<file path="config.mk">
export PLATFORM = sky130hd
export DESIGN_NAME = frogger_game_ctrl
export DESIGN_NICKNAME = d
export VERILOG_FILES = /design/src/rtl/frogger_game_ctrl.sv
export SDC_FILE = /design/constraint.sdc
export NUM_CORES = 1
export LEC_CHECK = 0
export BUFFER_PORTS_ARGS = -buffer_cell sky130_fd_sc_hd__buf_4
export CORE_ASPECT_RATIO = 0.9
export CORE_UTILIZATION = 60
export DETAILED_ROUTE_END_ITERATION = 16
export PLACE_DENSITY = 0.84
export REMOVE_ABC_BUFFERS = 1
export SYNTH_ARGS = -nofsm -noshare
export SYNTH_HDL_FRONTEND = slang
export SYNTH_SLANG_ARGS = --single-unit
</file>
<file path="constraint.sdc">
create_clock -name i_Clk -period 3.5 [get_ports i_Clk]
set_input_delay 0.175 -clock i_Clk [delete_from_list [all_inputs] [get_ports i_Clk]]
set_output_delay 0.175 -clock i_Clk [all_outputs]
set_load 0.05 [all_outputs]
</file>
<file path="src/rtl/frogger_game_ctrl.sv">
// Frogger game sequencer: start synchronizer, game state machine, and lives/score/level bookkeeping.
// Every output comes straight from a register, so the display and datapath never see glitches.
module frogger_game_ctrl #(
    parameter int unsigned c_LIVES        = 3,
    parameter int unsigned c_GOAL_Y       = 0,
    parameter int unsigned c_MAX_SCORE    = 99,
    parameter int unsigned c_DEATH_FRAMES = 60,
    parameter int unsigned c_WIN_FRAMES   = 60,
    parameter int unsigned c_GRACE_FRAMES = 2
) (
    input  logic       i_Clk,
    input  logic       i_Rst_n,
    input  logic       i_Frame_Tick,
    input  logic       i_Game_Start,
    input  logic       i_Collided,
    input  logic [5:0] i_Frogger_Y,
    output logic [2:0] o_State,
    output logic       o_Game_Active,
    output logic       o_Frog_Reset,
    output logic [1:0] o_Lives,
    output logic [6:0] o_Score,
    output logic [3:0] o_Level,
    output logic       o_Flash
);

    localparam logic [1:0] lp_LIVES     = 2'(c_LIVES);
    localparam logic [5:0] lp_GOAL_Y    = 6'(c_GOAL_Y);
    localparam logic [6:0] lp_MAX_SCORE = 7'(c_MAX_SCORE);
    localparam logic [7:0] lp_DEATH     = 8'(c_DEATH_FRAMES);
    localparam logic [7:0] lp_WIN       = 8'(c_WIN_FRAMES);
    localparam logic [7:0] lp_GRACE     = 8'(c_GRACE_FRAMES);

    typedef enum logic [2:0] {
        S_IDLE      = 3'd0,
        S_PLAY      = 3'd1,
        S_DYING     = 3'd2,
        S_LEVEL_UP  = 3'd3,
        S_GAME_OVER = 3'd4
    } state_t;

    state_t     r_state;
    state_t     w_state_nxt;

    logic       r_sync1;
    logic       r_sync2;
    logic       r_start_prev;
    logic       w_start_edge;

    logic [1:0] r_lives;
    logic [6:0] r_score;
    logic [3:0] r_level;
    logic [7:0] r_frame_cnt;
    logic [7:0] r_grace_cnt;
    logic       r_frog_reset;
    logic       r_flash;
    logic       r_game_active;

    logic [1:0] w_lives_nxt;
    logic [6:0] w_score_nxt;
    logic [3:0] w_level_nxt;
    logic [7:0] w_frame_nxt;
    logic [7:0] w_grace_nxt;
    logic       w_frog_reset_nxt;
    logic       w_flash_nxt;
    logic       w_game_active_nxt;

    logic       w_armed;
    logic       w_goal;
    logic       w_death_done;
    logic       w_win_done;

    // Two flops tame metastability on the raw button; the third gives a single-cycle rising edge.
    always_ff @(posedge i_Clk or negedge i_Rst_n) begin
        if (!i_Rst_n) begin
            r_sync1      <= 1'b0;
            r_sync2      <= 1'b0;
            r_start_prev <= 1'b0;
        end else begin
            // NOTE: non-blocking assignments make every flop sample the pre-edge value, so the chain shifts one stage per clock.
            r_sync1      <= i_Game_Start;
            r_sync2      <= r_sync1;
            r_start_prev <= r_sync2;
        end
    end

    assign w_start_edge = r_sync2 & ~r_start_prev;
    assign w_armed      = (r_grace_cnt == lp_GRACE);
    assign w_goal       = (i_Frogger_Y == lp_GOAL_Y);
    assign w_death_done = i_Frame_Tick && ((r_frame_cnt + 8'd1) == lp_DEATH);
    assign w_win_done   = i_Frame_Tick && ((r_frame_cnt + 8'd1) == lp_WIN);

    always_ff @(posedge i_Clk or negedge i_Rst_n) begin
        if (!i_Rst_n) begin
            r_state <= S_IDLE;
        end else begin
            r_state <= w_state_nxt;
        end
    end

    always_comb begin
        // NOTE: assigning a default before the case keeps every path driven, so no latch is inferred.
        w_state_nxt = r_state;
        case (r_state)
            S_IDLE, S_GAME_OVER: if (w_start_edge) w_state_nxt = S_PLAY;
            S_PLAY: begin
                // A collision outranks reaching home when both happen together.
                if (w_armed && i_Collided) w_state_nxt = S_DYING;
                else if (w_goal)           w_state_nxt = S_LEVEL_UP;
            end
            S_DYING:    if (w_death_done) w_state_nxt = (r_lives == 2'd0) ? S_GAME_OVER : S_PLAY;
            S_LEVEL_UP: if (w_win_done)   w_state_nxt = S_PLAY;
            default:    w_state_nxt = S_IDLE;
        endcase
    end

    always_comb begin
        w_lives_nxt = r_lives;
        w_score_nxt = r_score;
        w_level_nxt = r_level;
        w_grace_nxt = r_grace_cnt;
        w_frame_nxt = r_frame_cnt;

        if (w_state_nxt != r_state) begin
            w_frame_nxt = 8'd0;
        end else if (i_Frame_Tick && (r_state == S_DYING || r_state == S_LEVEL_UP)) begin
            w_frame_nxt = r_frame_cnt + 8'd1;
        end

        if (w_state_nxt == S_PLAY && r_state != S_PLAY) begin
            w_grace_nxt = 8'd0;
        end else if (r_state == S_PLAY && i_Frame_Tick && r_grace_cnt < lp_GRACE) begin
            w_grace_nxt = r_grace_cnt + 8'd1;
        end

        if ((r_state == S_IDLE || r_state == S_GAME_OVER) && w_state_nxt == S_PLAY) begin
            w_lives_nxt = lp_LIVES;
            w_score_nxt = 7'd0;
            w_level_nxt = 4'd1;
        end else if (r_state == S_PLAY && w_state_nxt == S_DYING) begin
            w_lives_nxt = (r_lives == 2'd0) ? 2'd0 : r_lives - 2'd1;
        end else if (r_state == S_PLAY && w_state_nxt == S_LEVEL_UP) begin
            w_score_nxt = (r_score >= lp_MAX_SCORE) ? lp_MAX_SCORE : r_score + 7'd1;
            w_level_nxt = (r_level == 4'd15) ? 4'd15 : r_level + 4'd1;
        end

        w_frog_reset_nxt  = (w_state_nxt == S_PLAY) && (r_state != S_PLAY);
        w_game_active_nxt = (w_state_nxt == S_PLAY);
        w_flash_nxt       = (w_state_nxt == S_DYING) && w_frame_nxt[3];
    end

    always_ff @(posedge i_Clk or negedge i_Rst_n) begin
        if (!i_Rst_n) begin
            r_lives       <= 2'd0;
            r_score       <= 7'd0;
            r_level       <= 4'd0;
            r_frame_cnt   <= 8'd0;
            r_grace_cnt   <= 8'd0;
            r_frog_reset  <= 1'b0;
            r_flash       <= 1'b0;
            r_game_active <= 1'b0;
        end else begin
            r_lives       <= w_lives_nxt;
            r_score       <= w_score_nxt;
            r_level       <= w_level_nxt;
            r_frame_cnt   <= w_frame_nxt;
            r_grace_cnt   <= w_grace_nxt;
            r_frog_reset  <= w_frog_reset_nxt;
            r_flash       <= w_flash_nxt;
            r_game_active <= w_game_active_nxt;
        end
    end

    assign o_State       = r_state;
    assign o_Game_Active = r_game_active;
    assign o_Frog_Reset  = r_frog_reset;
    assign o_Lives       = r_lives;
    assign o_Score       = r_score;
    assign o_Level       = r_level;
    assign o_Flash       = r_flash;

endmodule

</file>
==> impl_metrics.ini <==
[route]
drt_iter0_drc = 120
vias_per_cell = 5.88
wl_per_cell_um = 15.1
vias = 1570
drt-total-wl_um = 4030
drc = 0
ant_nets = 0
dr.pass1.iters = 4

[power]
p_sw_share_pct = 29.8
p_switching_mw = 0.301
internal_power_mw = 0.710
power.density_nw_per_um2 = 447
peakVddDrop_v = 0.000360
p_leak_nw = 1.07
pwr-share-comb_pct = 18.7
pwr-share-clk_pct = 28.6
seqPwrFrac_pct = 52.6

[worst_hold_path]
hp-class = input port to flop

[sta]
timing.final.crit_period_ps = 2050
fin_worst_skew_ps = 13.9
setup_viol = 0
rsz0062_at_grt = false
worst_slack_ps = 1450
tightest_slew_ps = 1020
hold_viol = 0
max_slew_margin_pct = 31.7
fin_tns_setup_ps = 0
clock.fmax_mhz = 487
period_share_pct = 58.7
slew_violations = 0

[synth]
synthSimpleGateAreaFrac_pct = 27.1
synth_area_leader_cell = dfrtp_1
postSynthAreaPerCell_um2 = 10.1
ys.warnings.count = 0
synth_xor_area_share_pct = 4.58
synth_top_family_by_area = simple AND/OR/NAND/NOR gates
synth_edf_count = 0
yosysSeqAreaShare_pct = 49.7
synth_mux_area_share_pct = 0
synth.top_cell.area_share_pct = 49.7
synth_ff_type = dfrtp_1
synth-compound-area-share_pct = 12.7
ys_ff_latch = 38
yosysUniqueCellTypes = 42
async_flop_share_pct = 100
synth.cell_area_um2 = 1910
synthTopCellsByArea = dfrtp_1 50%, nor2_1 4.9%, ha_1 3.9%
synthCells = 189
synthAdderAreaFrac_pct = 3.92

[placement]
place.port_buffers = 29
place.gp.congestion = 0.840
dp.final_hpwl_um = 2900
pre_cts_slack_ps = 1480

[worst_setup_path]
required_ps = 3800
worstSetupStartpointType = flop
path_max_fanout = 9
cpPeakStageDelay_ps = 410
crit_chain = inv_1 -> ha_1 -> and2_1 -> and3_1 -> o21ai_0 -> o211ai_2 -> and3b_1
critPathKind = flop to flop
cp.arrival_ps = 2350
slowest_stage = dfrtp_1
end_kind = flop

[clock_network]
tritoncts = built
clk_pin_slew_ps = 120
cts_root_buffer = clkbuf_4
clock_latency_ps = 350
post_cts_buffers = 0
cts_max_path_buffers = 2
clkSinkCount = 38
cts_resized = 0
numCtsBuffers = 5
htreeDepth = 2

[cells_and_area]
fin_nets = 241
final_common_cell = dfrtp_1
drive_gt1_share_pct = 19.6
diodes = 0
syn_to_final_growth_pct = 18.2
final_cell_mix = 38 x dfrtp_1, 29 x buf_4, 25 x nor2_1, 14 x a21oi_1, 13 x nand2_1

[grt]
grt_pass1_vias = 1565
grt.total_usage_pct = 27.4
gr-total-overflow = 0
antenna_found_initial = 0
grt_pass1_wl_um = 6910
grt_max_degree = 39

[floorplan]
initial_core_util_pct = 62.9
die_width_um = 61.5
die_h_um = 55.6
row_count = 19
io_pins = 30
die_area_um2 = 3420
core_um2 = 3040

[outcome]
outcome = finished clean

[flow_run]
cap_violations = 0
## sequential cells by signal, summed over array words and instances, names as in the netlist
name           count
o_Frog_Reset       1
o_Lives            2
o_Flash            1
r_start_prev       1
r_sync2            1
o_State            3
r_sync1            1
o_Game_Active      1
r_frame_cnt        8
o_Level            4
o_Score            7
r_grace_cnt        8
## per-layer routing
metal / vias to the layer above / global-route usage [%] / part of all wire [%]
met5: - / 0 / 0
met4: 0 / 12.1 / 1.8
met3: 9 / 6.05 / 5.4
met2: 57 / 41.3 / 48
met1: 757 / 37.6 / 44
li1: 747 / - / -
## through the flow
step / instance area, µm² / util [%] / power (mW) / hold WS (ps) / std cells
3_3_place_gp: 2170 / 71.2 / 0.714 / 154 / 257
2_1_floorplan: 1900 / - / 0.664 / -121 / 186
4_1_cts: 2260 / 74.3 / 1.02 / 115 / 267
6_report: 2260 / 74.3 / 1.01 / 131 / 267
5_1_grt: 2260 / 74.3 / 1.06 / 122 / 267
3_5_place_dp: 2170 / 71.2 / 0.725 / 161 / 257
## path summary, 6_finish.rpt
kind	start	cells past startpoint	slack, ps	end
setup reg to reg	r_grace_cnt[0]$_DFFE_PN0P_	7	1450	o_Flash$_DFF_PN0_
setup / recovery	r_grace_cnt[0]$_DFFE_PN0P_	7	1450	o_Flash$_DFF_PN0_
max in group asynchronous	i_Rst_n	2	2860	r_frame_cnt[2]$_DFFE_PN0P_
hold reg to reg	r_sync1$_DFF_PN0_	0	360	r_sync2$_DFF_PN0_
min in group asynchronous	i_Rst_n	2	310	o_Score[4]$_DFFE_PN0P_
hold / removal	i_Frame_Tick	3	130	r_frame_cnt[1]$_DFFE_PN0P_
## critical path, delay by kind of cell (launching register included)
family,cells,cell delay (ps)
and+or+nand+nor,3,740
AOI/OAI and AO/OA,2,630
buffers and inverters,1,60
adders and majority gates,1,180
DFF,1,410
## what timing repair did
action	CTS	global route
endpoints found under the hold margin	39	0
hold buffers	2	0
setup endpoints to repair	0	0
## cells by family (layout without fill, tap and decap cells)
| family | after synthesis | in the layout |
|---|---|---|
| buf+inv | 9 | 45 |
| fa+ha+maj | 6 | 6 |
| xor+xnor | 10 | 10 |
| flops | 38 | 38 |
| simple gates | 90 | 90 |
| compound gates | 36 | 36 |
## final cells by class
cell class                      instances  area (µm²)
Inverter                                6        22.5
Multi-Input combinational cell        142         923
Fill cell                             221         781
Timing Repair Buffer                   31         238
Tap cell                               42        52.6
Clock inverter                          1        30.0
Clock buffer                            7        45.0
Sequential cell                        38         951
## power by group through the flow
stage / Combinational (mW) / Clock (mW) / Sequential [mW]
after floorplan: 0.124 / 0 / 0.541
after global placement: 0.178 / 0 / 0.536
after detailed placement: 0.186 / 0 / 0.539
after CTS: 0.188 / 0.297 / 0.531
after global routing: 0.212 / 0.314 / 0.538
final: 0.190 / 0.290 / 0.532
## Yosys cell counts (all sizes together), types with 2 or more instances
cell type  count
nor3           7
o21bai         2
and2           9
a31oi          7
nor4           6
and3           7
a21oi         14
nand2         13
nand4b         2
inv            6
dfrtp         38
buf            3
o21ai          3
xor2           3
nor2          26
ha             6
nand2b         5
nand3          6
or2            2
a211oi         3
xnor2          7
No activity file was read; power rests on OpenSTA's default activity.
